==> src/rtl/video_stream_pkg.sv <==
//==============================================================================
// Module : video_stream_pkg
// Shared state encodings and default geometry for the video stream blocks.
// Rev    : 1.0
//==============================================================================
`default_nettype none

package video_stream_pkg;

   localparam int DEF_N      = 8;
   localparam int DEF_WIDTH  = 10;
   localparam int DEF_HEIGHT = 10;
   localparam int DEF_ADDR_W = 20;

   typedef enum logic [1:0] {
      RX_IDLE     = 2'd0,
      RX_ACTIVE   = 2'd1,
      RX_DROP_EOL = 2'd2
   } rx_state_t;

   typedef enum logic [1:0] {
      SRC_IDLE   = 2'd0,
      SRC_ACTIVE = 2'd1,
      SRC_HBLANK = 2'd2,
      SRC_VBLANK = 2'd3
   } src_state_t;

endpackage

`default_nettype wire

==> src/rtl/video_pos_counter.sv <==
//==============================================================================
// Module : video_pos_counter
// Pixel/line position tracking with an incremental line-base address.
// Rev    : 1.0
//==============================================================================
`default_nettype none

module video_pos_counter #(
   parameter int width  = 10,
   parameter int height = 10,
   parameter int ADDR_W = 20
) (
   input  logic              clk,
   input  logic              rst_n,
   input  logic              i_inc,
   input  logic              i_eol,
   input  logic              i_sof_restart,
   output logic [ADDR_W-1:0] o_addr,
   output logic              o_last_pix,
   output logic              o_last_line
);

   localparam int XW = $clog2(width);
   localparam int YW = (height > 1) ? $clog2(height) : 1;
   localparam logic [XW-1:0] c_LAST_X = XW'(width - 1);
   localparam logic [YW-1:0] c_LAST_Y = YW'(height - 1);

   logic [XW-1:0]     r_x;
   logic [YW-1:0]     r_y;
   logic [ADDR_W-1:0] r_base;

   // A restart consumes the pixel at address 0, so the next position is x=1.
   always_ff @(posedge clk or negedge rst_n) begin
      if (!rst_n) begin
         r_x    <= '0;
         r_y    <= '0;
         r_base <= '0;
      end else if (i_sof_restart) begin
         r_x    <= XW'(1);
         r_y    <= '0;
         r_base <= '0;
      end else if (i_eol) begin
         r_x <= '0;
         if (o_last_line) begin
            r_y    <= '0;
            r_base <= '0;
         end else begin
            r_y    <= r_y + YW'(1);
            r_base <= r_base + ADDR_W'(width);
         end
      end else if (i_inc) begin
         r_x <= r_x + XW'(1);
      end
   end

   assign o_addr      = r_base + ADDR_W'(r_x);
   assign o_last_pix  = (r_x == c_LAST_X);
   assign o_last_line = (r_y == c_LAST_Y);

endmodule

`default_nettype wire

==> src/rtl/video_stream_receiver.sv <==
//==============================================================================
// Module : video_stream_receiver
// AXI4-Stream video sink writing accepted pixels to a linear frame buffer.
// Rev    : 1.0
//==============================================================================
`default_nettype none

module video_stream_receiver
   import video_stream_pkg::*;
#(
   parameter int N      = DEF_N,
   parameter int width  = DEF_WIDTH,
   parameter int height = DEF_HEIGHT,
   parameter int ADDR_W = DEF_ADDR_W
) (
   input  logic              sys_clk,
   input  logic              sys_aresetn,
   input  logic              en,
   input  logic [N-1:0]      s_video_tdata,
   input  logic              s_video_tvalid,
   input  logic              s_video_tlast,
   input  logic              s_video_tuser,
   output logic              s_video_tready,
   output logic              wr_en,
   output logic [ADDR_W-1:0] wr_addr,
   output logic [N-1:0]      wr_data,
   output logic              frame_done,
   output logic [15:0]       frame_cnt,
   input  logic              err_clr,
   output logic              err_sof_early,
   output logic              err_eol_early,
   output logic              err_eol_late,
   output logic [15:0]       err_cnt
);

   rx_state_t r_state, w_next_state;

   logic              r_tready;
   logic              r_wr_en;
   logic [ADDR_W-1:0] r_wr_addr;
   logic [N-1:0]      r_wr_data;
   logic              r_frame_done;
   logic [15:0]       r_frame_cnt;
   logic              r_err_sof, r_err_early, r_err_late;
   logic [15:0]       r_err_cnt;

   logic              w_beat;
   logic              w_wr, w_wr_zero, w_inc, w_eol, w_sof, w_done;
   logic              w_err_sof, w_err_early, w_err_late, w_err_any;
   logic [ADDR_W-1:0] w_pos_addr;
   logic              w_last_pix, w_last_line;

   assign w_beat = s_video_tvalid & r_tready;

   video_pos_counter #(
      .width  (width),
      .height (height),
      .ADDR_W (ADDR_W)
   ) u_pos (
      .clk           (sys_clk),
      .rst_n         (sys_aresetn),
      .i_inc         (w_inc),
      .i_eol         (w_eol),
      .i_sof_restart (w_sof),
      .o_addr        (w_pos_addr),
      .o_last_pix    (w_last_pix),
      .o_last_line   (w_last_line)
   );

   always_ff @(posedge sys_clk or negedge sys_aresetn) begin
      if (!sys_aresetn) r_state <= RX_IDLE;
      else              r_state <= w_next_state;
   end

   // tuser is checked first in every state so one beat yields at most one error.
   always_comb begin
      w_next_state = r_state;
      w_wr         = 1'b0;
      w_wr_zero    = 1'b0;
      w_inc        = 1'b0;
      w_eol        = 1'b0;
      w_sof        = 1'b0;
      w_done       = 1'b0;
      w_err_sof    = 1'b0;
      w_err_early  = 1'b0;
      w_err_late   = 1'b0;
      if (w_beat) begin
         case (r_state)
            RX_IDLE: begin
               if (s_video_tuser) begin
                  w_wr         = 1'b1;
                  w_wr_zero    = 1'b1;
                  w_sof        = 1'b1;
                  w_next_state = RX_ACTIVE;
               end
            end
            RX_ACTIVE: begin
               if (s_video_tuser) begin
                  w_err_sof = 1'b1;
                  w_wr      = 1'b1;
                  w_wr_zero = 1'b1;
                  w_sof     = 1'b1;
               end else if (w_last_pix) begin
                  if (s_video_tlast) begin
                     w_wr  = 1'b1;
                     w_eol = 1'b1;
                     if (w_last_line) begin
                        w_done       = 1'b1;
                        w_next_state = RX_IDLE;
                     end
                  end else begin
                     w_err_late   = 1'b1;
                     w_next_state = RX_DROP_EOL;
                  end
               end else if (s_video_tlast) begin
                  w_err_early = 1'b1;
                  w_wr        = 1'b1;
                  w_eol       = 1'b1;
                  if (w_last_line) w_next_state = RX_IDLE;
               end else begin
                  w_wr  = 1'b1;
                  w_inc = 1'b1;
               end
            end
            RX_DROP_EOL: begin
               if (s_video_tuser) begin
                  w_err_sof    = 1'b1;
                  w_wr         = 1'b1;
                  w_wr_zero    = 1'b1;
                  w_sof        = 1'b1;
                  w_next_state = RX_ACTIVE;
               end else if (s_video_tlast) begin
                  w_eol        = 1'b1;
                  w_next_state = w_last_line ? RX_IDLE : RX_ACTIVE;
               end
            end
            default: w_next_state = RX_IDLE;
         endcase
      end
   end

   assign w_err_any = w_err_sof | w_err_early | w_err_late;

   always_ff @(posedge sys_clk or negedge sys_aresetn) begin
      if (!sys_aresetn) begin
         r_tready     <= 1'b0;
         r_wr_en      <= 1'b0;
         r_wr_addr    <= '0;
         r_wr_data    <= '0;
         r_frame_done <= 1'b0;
         r_frame_cnt  <= '0;
      end else begin
         r_tready     <= en;
         r_wr_en      <= w_wr;
         r_wr_addr    <= w_wr_zero ? '0 : w_pos_addr;
         r_wr_data    <= s_video_tdata;
         r_frame_done <= w_done;
         if (w_done) r_frame_cnt <= r_frame_cnt + 16'd1;
      end
   end

   // An error arriving together with err_clr survives the clear.
   always_ff @(posedge sys_clk or negedge sys_aresetn) begin
      if (!sys_aresetn) begin
         r_err_sof   <= 1'b0;
         r_err_early <= 1'b0;
         r_err_late  <= 1'b0;
         r_err_cnt   <= '0;
      end else if (err_clr) begin
         r_err_sof   <= w_err_sof;
         r_err_early <= w_err_early;
         r_err_late  <= w_err_late;
         r_err_cnt   <= {15'd0, w_err_any};
      end else begin
         r_err_sof   <= r_err_sof   | w_err_sof;
         r_err_early <= r_err_early | w_err_early;
         r_err_late  <= r_err_late  | w_err_late;
         if (w_err_any && (r_err_cnt != 16'hFFFF)) r_err_cnt <= r_err_cnt + 16'd1;
      end
   end

   assign s_video_tready = r_tready;
   assign wr_en          = r_wr_en;
   assign wr_addr        = r_wr_addr;
   assign wr_data        = r_wr_data;
   assign frame_done     = r_frame_done;
   assign frame_cnt      = r_frame_cnt;
   assign err_sof_early  = r_err_sof;
   assign err_eol_early  = r_err_early;
   assign err_eol_late   = r_err_late;
   assign err_cnt        = r_err_cnt;

endmodule

`default_nettype wire

==> config.mk <==
export PLATFORM = sky130hd
export DESIGN_NAME = video_stream_receiver
export DESIGN_NICKNAME = d
export VERILOG_FILES = /design/src/rtl/video_stream_pkg.sv /design/src/rtl/video_pos_counter.sv /design/src/rtl/video_stream_receiver.sv
export SDC_FILE = /design/constraint.sdc
export NUM_CORES = 1
export LEC_CHECK = 0
export CAP_MARGIN = 5
export CORE_ASPECT_RATIO = 1.75
export CORE_MARGIN = 2
export CORE_UTILIZATION = 40
export DETAILED_ROUTE_END_ITERATION = 7
export GPL_TIMING_DRIVEN = 1
export PLACE_DENSITY = 0.65
export SYNTH_ARGS = -nofsm -noshare
export SYNTH_HDL_FRONTEND = slang
export SYNTH_SLANG_ARGS = --single-unit
==> constraint.sdc <==
create_clock -name sys_clk -period 1.9 [get_ports sys_clk]
set_input_delay 0.38 -clock sys_clk [delete_from_list [all_inputs] [get_ports sys_clk]]
set_output_delay 0.38 -clock sys_clk [all_outputs]
set_load 0.01 [all_outputs]
==> After elaboration in Yosys (flattened, before gate mapping) <==
Index checks and enable logic that the tools add are counted.
{ "classes": {"addsub": 6, "n_eq_ne": 9, "mux": 57, "bitwise_logic": 6, "reduce_logical": 9} }
{ "op_table": {"columns": ["cell", "count"], "rows": [
  ["20-bit 2-to-1 mux", 4],
  ["1-bit 2-to-1 mux", 35],
  ["16-bit by 1-bit adder with 16-bit output (second input constant)", 2],
  ["16-bit 2-to-1 mux", 2],
  ["4-bit 2-to-1 mux", 6],
  ["20-bit by 4-bit adder with 20-bit output", 1],
  ["20-bit by 4-bit adder with 20-bit output (second input constant)", 1],
  ["2-bit 2-to-1 mux", 8],
  ["16-bit != test (second input constant)", 1],
  ["4-bit by 1-bit adder with 4-bit output (second input constant)", 2],
  ["4-bit equality test (second input constant)", 2],
  ["2-bit one-hot mux with 3 select lines", 1],
  ["1-bit bitwise OR", 5],
  ["5-bit AND reduction", 1],
  ["2-bit != test (second input constant)", 2],
  ["2-bit nonzero test", 2],
  ["2-bit OR reduction", 2],
  ["3-bit by 2-bit != test with 1-bit output (second input constant)", 1],
  ["3-bit != test (second input constant)", 1],
  ["3-bit nonzero test", 1],
  ["3-bit OR reduction", 1],
  ["2-bit by 1-bit equality test with 1-bit output (second input constant)", 1],
  ["2-bit equality test (second input constant)", 1],
  ["2-bit zero test", 1],
  ["3 further kinds", 3]
]} }
{ "totals": {"ff_bits": 96, "inputBits": 15, "output_inout_bits": 66, "elab_cells": 101} }

==> Longest topological paths before layout <==
Gate-level depths: netlist of the first run.
{ "depth": {"depth_word": 10, "ltp_mapped": 8} }

==> Modules after synthesis <==
Synthesis of the first run repeated with hierarchy kept, for this count alone.
{ "hier_totals": {"cells_unflattened": 485, "hier_area_um2": 4898.4} }
{ "modules_own_cells": {"columns": ["module", "instances", "cells_per_inst", "area_per_inst_um2", "seq_area_each_um2"], "rows": [
  ["video_stream_receiver", 1, 277, 3074.2, 1701.6],
  ["video_pos_counter", 1, 208, 1824.2, 675.6]
]} }

==> Least setup slack after synthesis of the first run <==
No wires, ideal clock.
{ "synth_timing": {"kind": "register to register", "start": "register r_err_cnt[0] (netlist: err_cnt[0])", "end": "register r_err_cnt[0] (netlist: err_cnt[0])", "arrival_ns": 1.776, "required_time_ns": 1.781, "path_slack_ns": 0.004, "path_stages_with_launch": 8, "n_path_buf": 1, "path_cell_list": "dfrtp_1 -> ha_1 -> nand4_1 -> or4_1 -> buf_2 -> or3_1 -> o21ai_2 -> a21oi_2"} }
{ "synth_via": {"elab_chain_len": 3, "elab_cells_between_ends": 6} }
{ "synth_rtl": {"columns": ["item", "line_no", "source"], "rows": [
  ["from (decl)", "video_stream_receiver.sv:45", "logic [15:0] r_err_cnt;"],
  ["from (signal assigned)", "video_stream_receiver.sv:173", "r_err_cnt <= {15'd0, w_err_any};"],
  ["from (signal assigned)", "video_stream_receiver.sv:178", "if (w_err_any && (r_err_cnt != 16'hFFFF)) r_err_cnt <= r_err_cnt + 16'd1;"],
  ["16-bit by 1-bit adder with 16-bit output or 16-bit != test (tied branches)", "video_stream_receiver.sv:178", null],
  ["16-bit 2-to-1 mux or 1-bit logical AND (tied branches)", "video_stream_receiver.sv:178", null],
  ["16-bit 2-to-1 mux or 2-bit nonzero test (tied branches)", null, null]
]} }
Several ways; a longest one is shown, not always the timed one. The select of a mux whose other input is x is not followed.
A chain may end at the register's enable or synchronous reset.

==> Worst setup path after layout of the first run <==
{ "layout_timing": {"start": "register r_state[0]", "end": "register r_err_cnt[12] (netlist: err_cnt[12])"} }
{ "layout_via": {"elab_chain_len": 8, "elab_cells_between_ends": 13} }
{ "layout_rtl": {"columns": ["item", "line_no", "source"], "rows": [
  ["from (decl)", "video_stream_receiver.sv:36", "rx_state_t r_state, w_next_state;"],
  ["from (signal assigned)", "video_stream_receiver.sv:72", "else r_state <= w_next_state;"],
  ["2-bit equality test or 2-bit by 1-bit equality test with 1-bit output (tied branches)", "video_stream_receiver.sv:88", "case (r_state)"],
  ["2-bit OR reduction (no line)", null, null],
  ["1-bit 2-to-1 mux", null, null],
  ["1-bit 2-to-1 mux", "video_stream_receiver.sv:87", "if (w_beat) begin"],
  ["1-bit bitwise OR", "video_stream_receiver.sv:142", "assign w_err_any = w_err_sof | w_err_early | w_err_late;"],
  ["1-bit bitwise OR *", "video_stream_receiver.sv:142", null],
  ["1-bit logical AND *", "video_stream_receiver.sv:178", null],
  ["2-bit nonzero test (no line) *", null, null]
]} }
Mark *: on every way between the ends. The rest lies on a longest branch, timed or not.

==> results of run 1 <==
==> worst paths after layout <==
kind	from	endpoint	slack [ns]	depth (start not counted)
setup / recovery	r_state[0]	err_cnt[12]	-0.07	8
min in group sys_clk	s_video_tdata[3]	wr_data[3]	0.46	1
hold reg to reg	frame_cnt[15]	frame_cnt[15]	0.49	1
setup reg to reg	r_state[0]	err_cnt[12]	-0.07	8
hold / removal	sys_aresetn	wr_addr[11]	0.007	1
max in group asynchronous	sys_aresetn	err_cnt[13]	1.33	2
==> what timing repair did <==
action / 4_1_cts / 5_1_grt
gates cloned: 1 / 1
buffers inserted: 5 / 8
pin swaps: 7 / 26
gates resized for setup: 27 / 64
setup endpoints to repair: 37 / 62
==> registers in the layout, summed over array words and instances, names as in the netlist <==
name	flops
err_sof_early	1
u_pos.r_x	4
r_state	2
u_pos.r_y	4
wr_en	1
err_eol_early	1
wr_addr	20
frame_done	1
u_pos.r_base	19
s_video_tready	1
err_eol_late	1
wr_data	8
frame_cnt	16
err_cnt	16
==> metal layers <==
metal,wire (um),up-vias
met1,4675,1964
met5,0,-
met2,6796,92
met3,390,31
met4,399,0
li1,-,1905
==> metrics by stage <==
step | total power [mW] | hold WS, ns | setup TNS, ns | worst slack (ns) | cell area [um^2]
after CTS | 5.330 | 0.01605 | -0.05188 | -0.03459 | 6573
after global placement | 3.240 | 0.3810 | -9.745 | -0.3222 | 6088
final | 5.451 | 0.007088 | -0.6121 | -0.07469 | 6933
after floorplan | 2.739 | 0.08441 | 0 | 0.004468 | 4657
after detailed placement | 3.274 | 0.3923 | -11.34 | -0.2900 | 6088
after global routing | 5.715 | 0.03624 | -2.663 | -0.1677 | 6933
==> layout make-up <==
cell class                      count  area (um^2)
Fill cell                         960         4518
Clock inverter                      6        93.84
Multi-Input combinational cell    332         2522
Inverter                            9        33.78
Sequential cell                    95         2379
Timing Repair Buffer              161         1510
Tap cell                          135        168.9
Clock buffer                        9        225.2
==> cell families (layout without fill, tap and decap cells) <==
family / count (synthesis) / in the layout / synth area share
compound gates: 71 / 71 / 0.09995
xor+xnor: 52 / 52 / 0.1018
fa+ha+maj: 14 / 14 / 0.03761
buf+inv: 23 / 185 / 0.02203
flops: 95 / 95 / 0.5105
mux: 3 / 3 / 0.006717
simple gates: 192 / 192 / 0.2214
==> power by group through the flow <==
stage / clock network (mW) / logic (mW) / registers (mW)
2_1_floorplan: 0 / 0.411 / 2.33
3_3_place_gp: 0 / 0.948 / 2.29
3_5_place_dp: 0 / 0.975 / 2.30
4_1_cts: 1.99 / 1.07 / 2.26
5_1_grt: 2.09 / 1.32 / 2.30
6_report: 1.95 / 1.21 / 2.29
==> cell usage in the layout, fill, tap and decap left out, types with 4 or more instances in the layout <==
cell type	count
dfrtp_1	94
a21oi_2	5
nor2_4	4
ha_4	6
ha_1	7
o21a_1	5
a21oi_1	14
nand3_2	6
nor3_1	4
nand4_1	23
xnor2_1	18
inv_2	4
clkdlybuf4s50_1	79
o31ai_1	4
nor2_2	9
nand2_1	32
o21ai_0	17
inv_1	5
nor2b_1	6
nand3_1	15
clkbuf_16	10
or3_1	8
and3_1	8
xor2_1	30
buf_4	65
nor2_1	38
buf_6	13
==> flow_summary.ini, run 1 <==
[setup_path]
path_cells = inv_2 > ha_4 > mux2i_1 > nor2_2 > buf_6 > o2111ai_4 > or4_1 > a21oi_1
critPathLaunchType = flip-flop
cpMaxStageDelayCell = or4_1
cp.arrival_ns = 2.25
critPathMaxStageDelay_ns = 0.52
cp_top_family = simple AND/OR/NAND/NOR gates
path_buf_inv = 2
worst_ep_required_time_ns = 2.17
end_kind = flip-flop
crit_fanout = 6
critical_path_class = reg2reg

[power]
power_density_mw_per_mm2 = 786.3
power_switching_mw = 1.464
swShare = 0.2686
clockPowerShare = 0.359
pwr-share-comb = 0.222
p_leak_nw = 2.967
ir_worst_vdd_v = 0.0004903
p_int_mw = 3.987
seq_power_share = 0.419

[sta]
setup_violations = 18
rsz0062_at_grt = yes
relSlewSlack = 0.6541
worstMarginPinSlew_ns = 0.5188
period_share = 1.039
clock.fmax_ghz = 0.5064
fin_skew_ns = 0.009285
setup_slack_ns = -0.07469
period_needed_ns = 1.975
finalHoldViolations = 0
slew_viol_final = 0

[die]
core_area_mm2 = 0.01145
die_y_um = 146.7
die_x_um = 85.57
io_pins = 81
std_cell_rows = 52
floorplan.initialDensity = 0.4067
die_area_mm2 = 0.01256

[placement]
placedCellCount = 717
dp_hpwl_mm = 8.614
numPortBuffers = 80
gp_congestion = 0.8538

[yosys]
synth_top_cell_by_area = dfrtp_1
ys.flop_type = dfrtp_1
ys_async_sr_fraction = 1.000
synth_nets = 479
yosys.cell_count.top_type = dfrtp_1
synth_edf_count = 0
syn_inst = 450
avgSynthCellArea_um2 = 10.35
synth-seq-cells = 95
yosysTopAreaCellShare = 0.5105
synth_seq_area_share = 0.5105
synth_cell_type_count = 53
synthTopCellsByArea = dfrtp_1 51%, xor2_1 6.0%, nor2_1 4.0%
yosys_warnings = 0
ys_top_cells_by_count = 95 x dfrtp_1, 50 x nor2_1, 34 x nand2_1
syn-cell-area_mm2 = 0.004657

[routing]
wl_per_cell_um = 16.41
drcViolationCount = 0
drt-initial-drc-count = 166
first_pass_iters = 4
ant_nets = 0
via_per_inst = 5.344
routed_wl_mm = 12.26
num_vias = 3992

[run]
cap_violations = 0

[grt]
grt-ovfl-total = 0
grt_pass1_wl_mm = 20.11
track_usage = 0.2019
use_met1 = 0.2266
grt_max_degree = 39
grt_pass1_vias = 4218
grt-busiest-layer = met2
antenna_found_initial = 0
grtUsageMet3 = 0.03989
use_met2 = 0.3555

[clock_network]
cts_buffer_depth = 2
cts_buffers = 9
clock_sinks = 95
clkTransAtPathRegs_ns = 0.07
htreeDepth = 3
clkLatencyLatePin_ns = 0.35
ctsRootBufferMaster = clkbuf_16
cts_tree = built
hold_buffers = 0

[finish]
drive_above_1_share = 0.2761
antennaDiodeCount = 0
nets = 637
final_util = 0.6054
areaGrowthSynthToFinish_pct = 48.87
fin_cells = 747

[run_status]
violations = setup timing
run_status = finished, violations left

[worst_hold_path]
hold_class = in2async
Power figures use the tool's default switching activity.
==> run 2: changes to the inputs <==
--- a/config.mk
+++ b/config.mk
@@ -11,7 +11,8 @@
 export CORE_UTILIZATION = 40
 export DETAILED_ROUTE_END_ITERATION = 7
 export GPL_TIMING_DRIVEN = 1
-export PLACE_DENSITY = 0.65
+export PLACE_DENSITY = 0.69
+export SKIP_LAST_GASP = 1
 export SYNTH_ARGS = -nofsm -noshare
 export SYNTH_HDL_FRONTEND = slang
 export SYNTH_SLANG_ARGS = --single-unit
==> flow_summary.ini, run 2 (synthesis results as in run 1) <==
[run_status]
run_status = finished, violations left
violations = setup timing

[clock_network]
ctsRootBufferMaster = clkbuf_16
htreeDepth = 3
cts_buffer_depth = 2
clock_sinks = 95
clkTransAtPathRegs_ns = 0.07
clkLatencyLatePin_ns = 0.35
cts_buffers = 9
cts_tree = built

[sta]
slew_viol_final = 0
worstMarginPinSlew_ns = 0.3871
clock.fmax_ghz = 0.5112
relSlewSlack = 0.7419
setup_slack_ns = -0.05632
fin_skew_ns = 0.007307
finalHoldViolations = 0
rsz0062_at_grt = yes
setup_violations = 10
period_needed_ns = 1.956
period_share = 1.030

[placement]
placedCellCount = 714
numPortBuffers = 80
gp_congestion = 0.8518
dp_hpwl_mm = 8.359
pre_cts_slack_ns = -0.3278

[power]
ir_worst_vdd_v = 0.0004593
power_mw = 5.042
power_density_mw_per_mm2 = 746.7
p_leak_nw = 2.920

[routing]
wl_per_cell_um = 15.99
ant_nets = 0
via_per_inst = 5.330
drcViolationCount = 0
num_vias = 3971
first_pass_iters = 4
drt-initial-drc-count = 217
routed_wl_mm = 11.91

[die]
std_cell_rows = 52
io_pins = 81
core_area_mm2 = 0.01145
die_y_um = 146.7
floorplan.initialDensity = 0.4067
die_x_um = 85.57
die_area_mm2 = 0.01256

[setup_path]
reg2reg_to = err_cnt[12]
cp.arrival_ns = 2.22
reg2reg_from = r_state[0]
crit_fanout = 4
critical_path_class = reg2reg
end_kind = flip-flop
worst_ep_required_time_ns = 2.17
critPathLaunchType = flip-flop
reg2regPathDepth = 8
rrSetupSlack_ns = -0.06

[finish]
antennaDiodeCount = 0
drive_above_1_share = 0.2492
largest_reg_flops = 20
final_cell_mix = 92 x dfrtp_1, 79 x clkdlybuf4s50_1, 65 x buf_4
nets = 634
final_common_cell = dfrtp_1
fin_cells = 745
areaGrowthSynthToFinish_pct = 45.00

[worst_hold_path]
hold_class = in2async

[grt]
grt-ovfl-total = 0
grt_pass1_wl_mm = 18.91
track_usage = 0.1883
grt_max_degree = 54
antenna_found_initial = 0
grt_pass1_vias = 4029

[run]
cap_violations = 0
-- run 2: layout make-up --
| class | count | area, um^2 |
|---|---|---|
| inverter | 9 | 33.78 |
| clock buffer | 10 | 229.0 |
| multi-input combinational | 332 | 2430 |
| clock inverter | 6 | 43.79 |
| sequential | 95 | 2381 |
| timing repair buffer | 158 | 1466 |
| tap | 135 | 168.9 |
| fill | 938 | 4698 |
-- run 2: timing repair --
| item | in CTS | in global routing |
|---|---|---|
| resized for setup | 7 | 62 |
| hold buffers | 1 | 0 |
| hold endpoints to repair | 16 | 0 |
| pin swaps | 4 | 18 |
| setup buffers | 5 | 8 |
| setup endpoints to repair | 40 | 72 |
| cloned | 0 | 1 |
-- run 2: report_power, final --
part / internal, mW / leakage [nW] / switching (mW)
sequential: 2.16 / 1.28 / 0.104
combinational: 0.587 / 1.51 / 0.514
clock: 0.894 / 0.133 / 0.779
-- run 2: worst max-delay path by stage --
stage | slack [ns] | cells after the start | from | end
after detailed placement | -0.33 | 6 | s_video_tuser | err_cnt[12]
final | -0.06 | 8 | r_state[0] | err_cnt[12]
after CTS | -0.09 | 7 | r_state[0] | err_cnt[12]
after global placement | -0.25 | 6 | s_video_tuser | err_cnt[12]
after floorplan | 0.004 | 7 | err_cnt[0] | err_cnt[0]
after global routing | -0.15 | 8 | r_state[0] | err_cnt[12]
-- run 2: critical path, stage by stage (launching register included) --
cell and delay (ns):
dfrtp_1 0.41, inv_2 0.07, ha_4 0.29, mux2i_1 0.09, nor2_2 0.11, buf_6 0.13, o2111ai_4 0.11, or4_1 0.53
a21oi_1 0.14
-- run 2: metrics by stage --
stage	TNS, ns	instance area (um^2)	hold WS, ns	utilization
after global routing	-3.258	6753	0.4567	0.5897
final	-0.2102	6753	0.4451	0.5897
after CTS	-0.6432	6411	0.4469	0.5599
after global placement	-11.59	6053	0.2656	0.5286
after floorplan	0	4657	0.08441	-
after detailed placement	-14.91	6053	0.2686	0.5286
-- run 2: routing by layer --
metal,vias up,GRT usage,share of wire
met5,-,0,0
met4,0,0.07778,0.026
met3,27,0.03146,0.032
met2,86,0.3582,0.57
met1,1958,0.1990,0.37
li1,1900,-,-
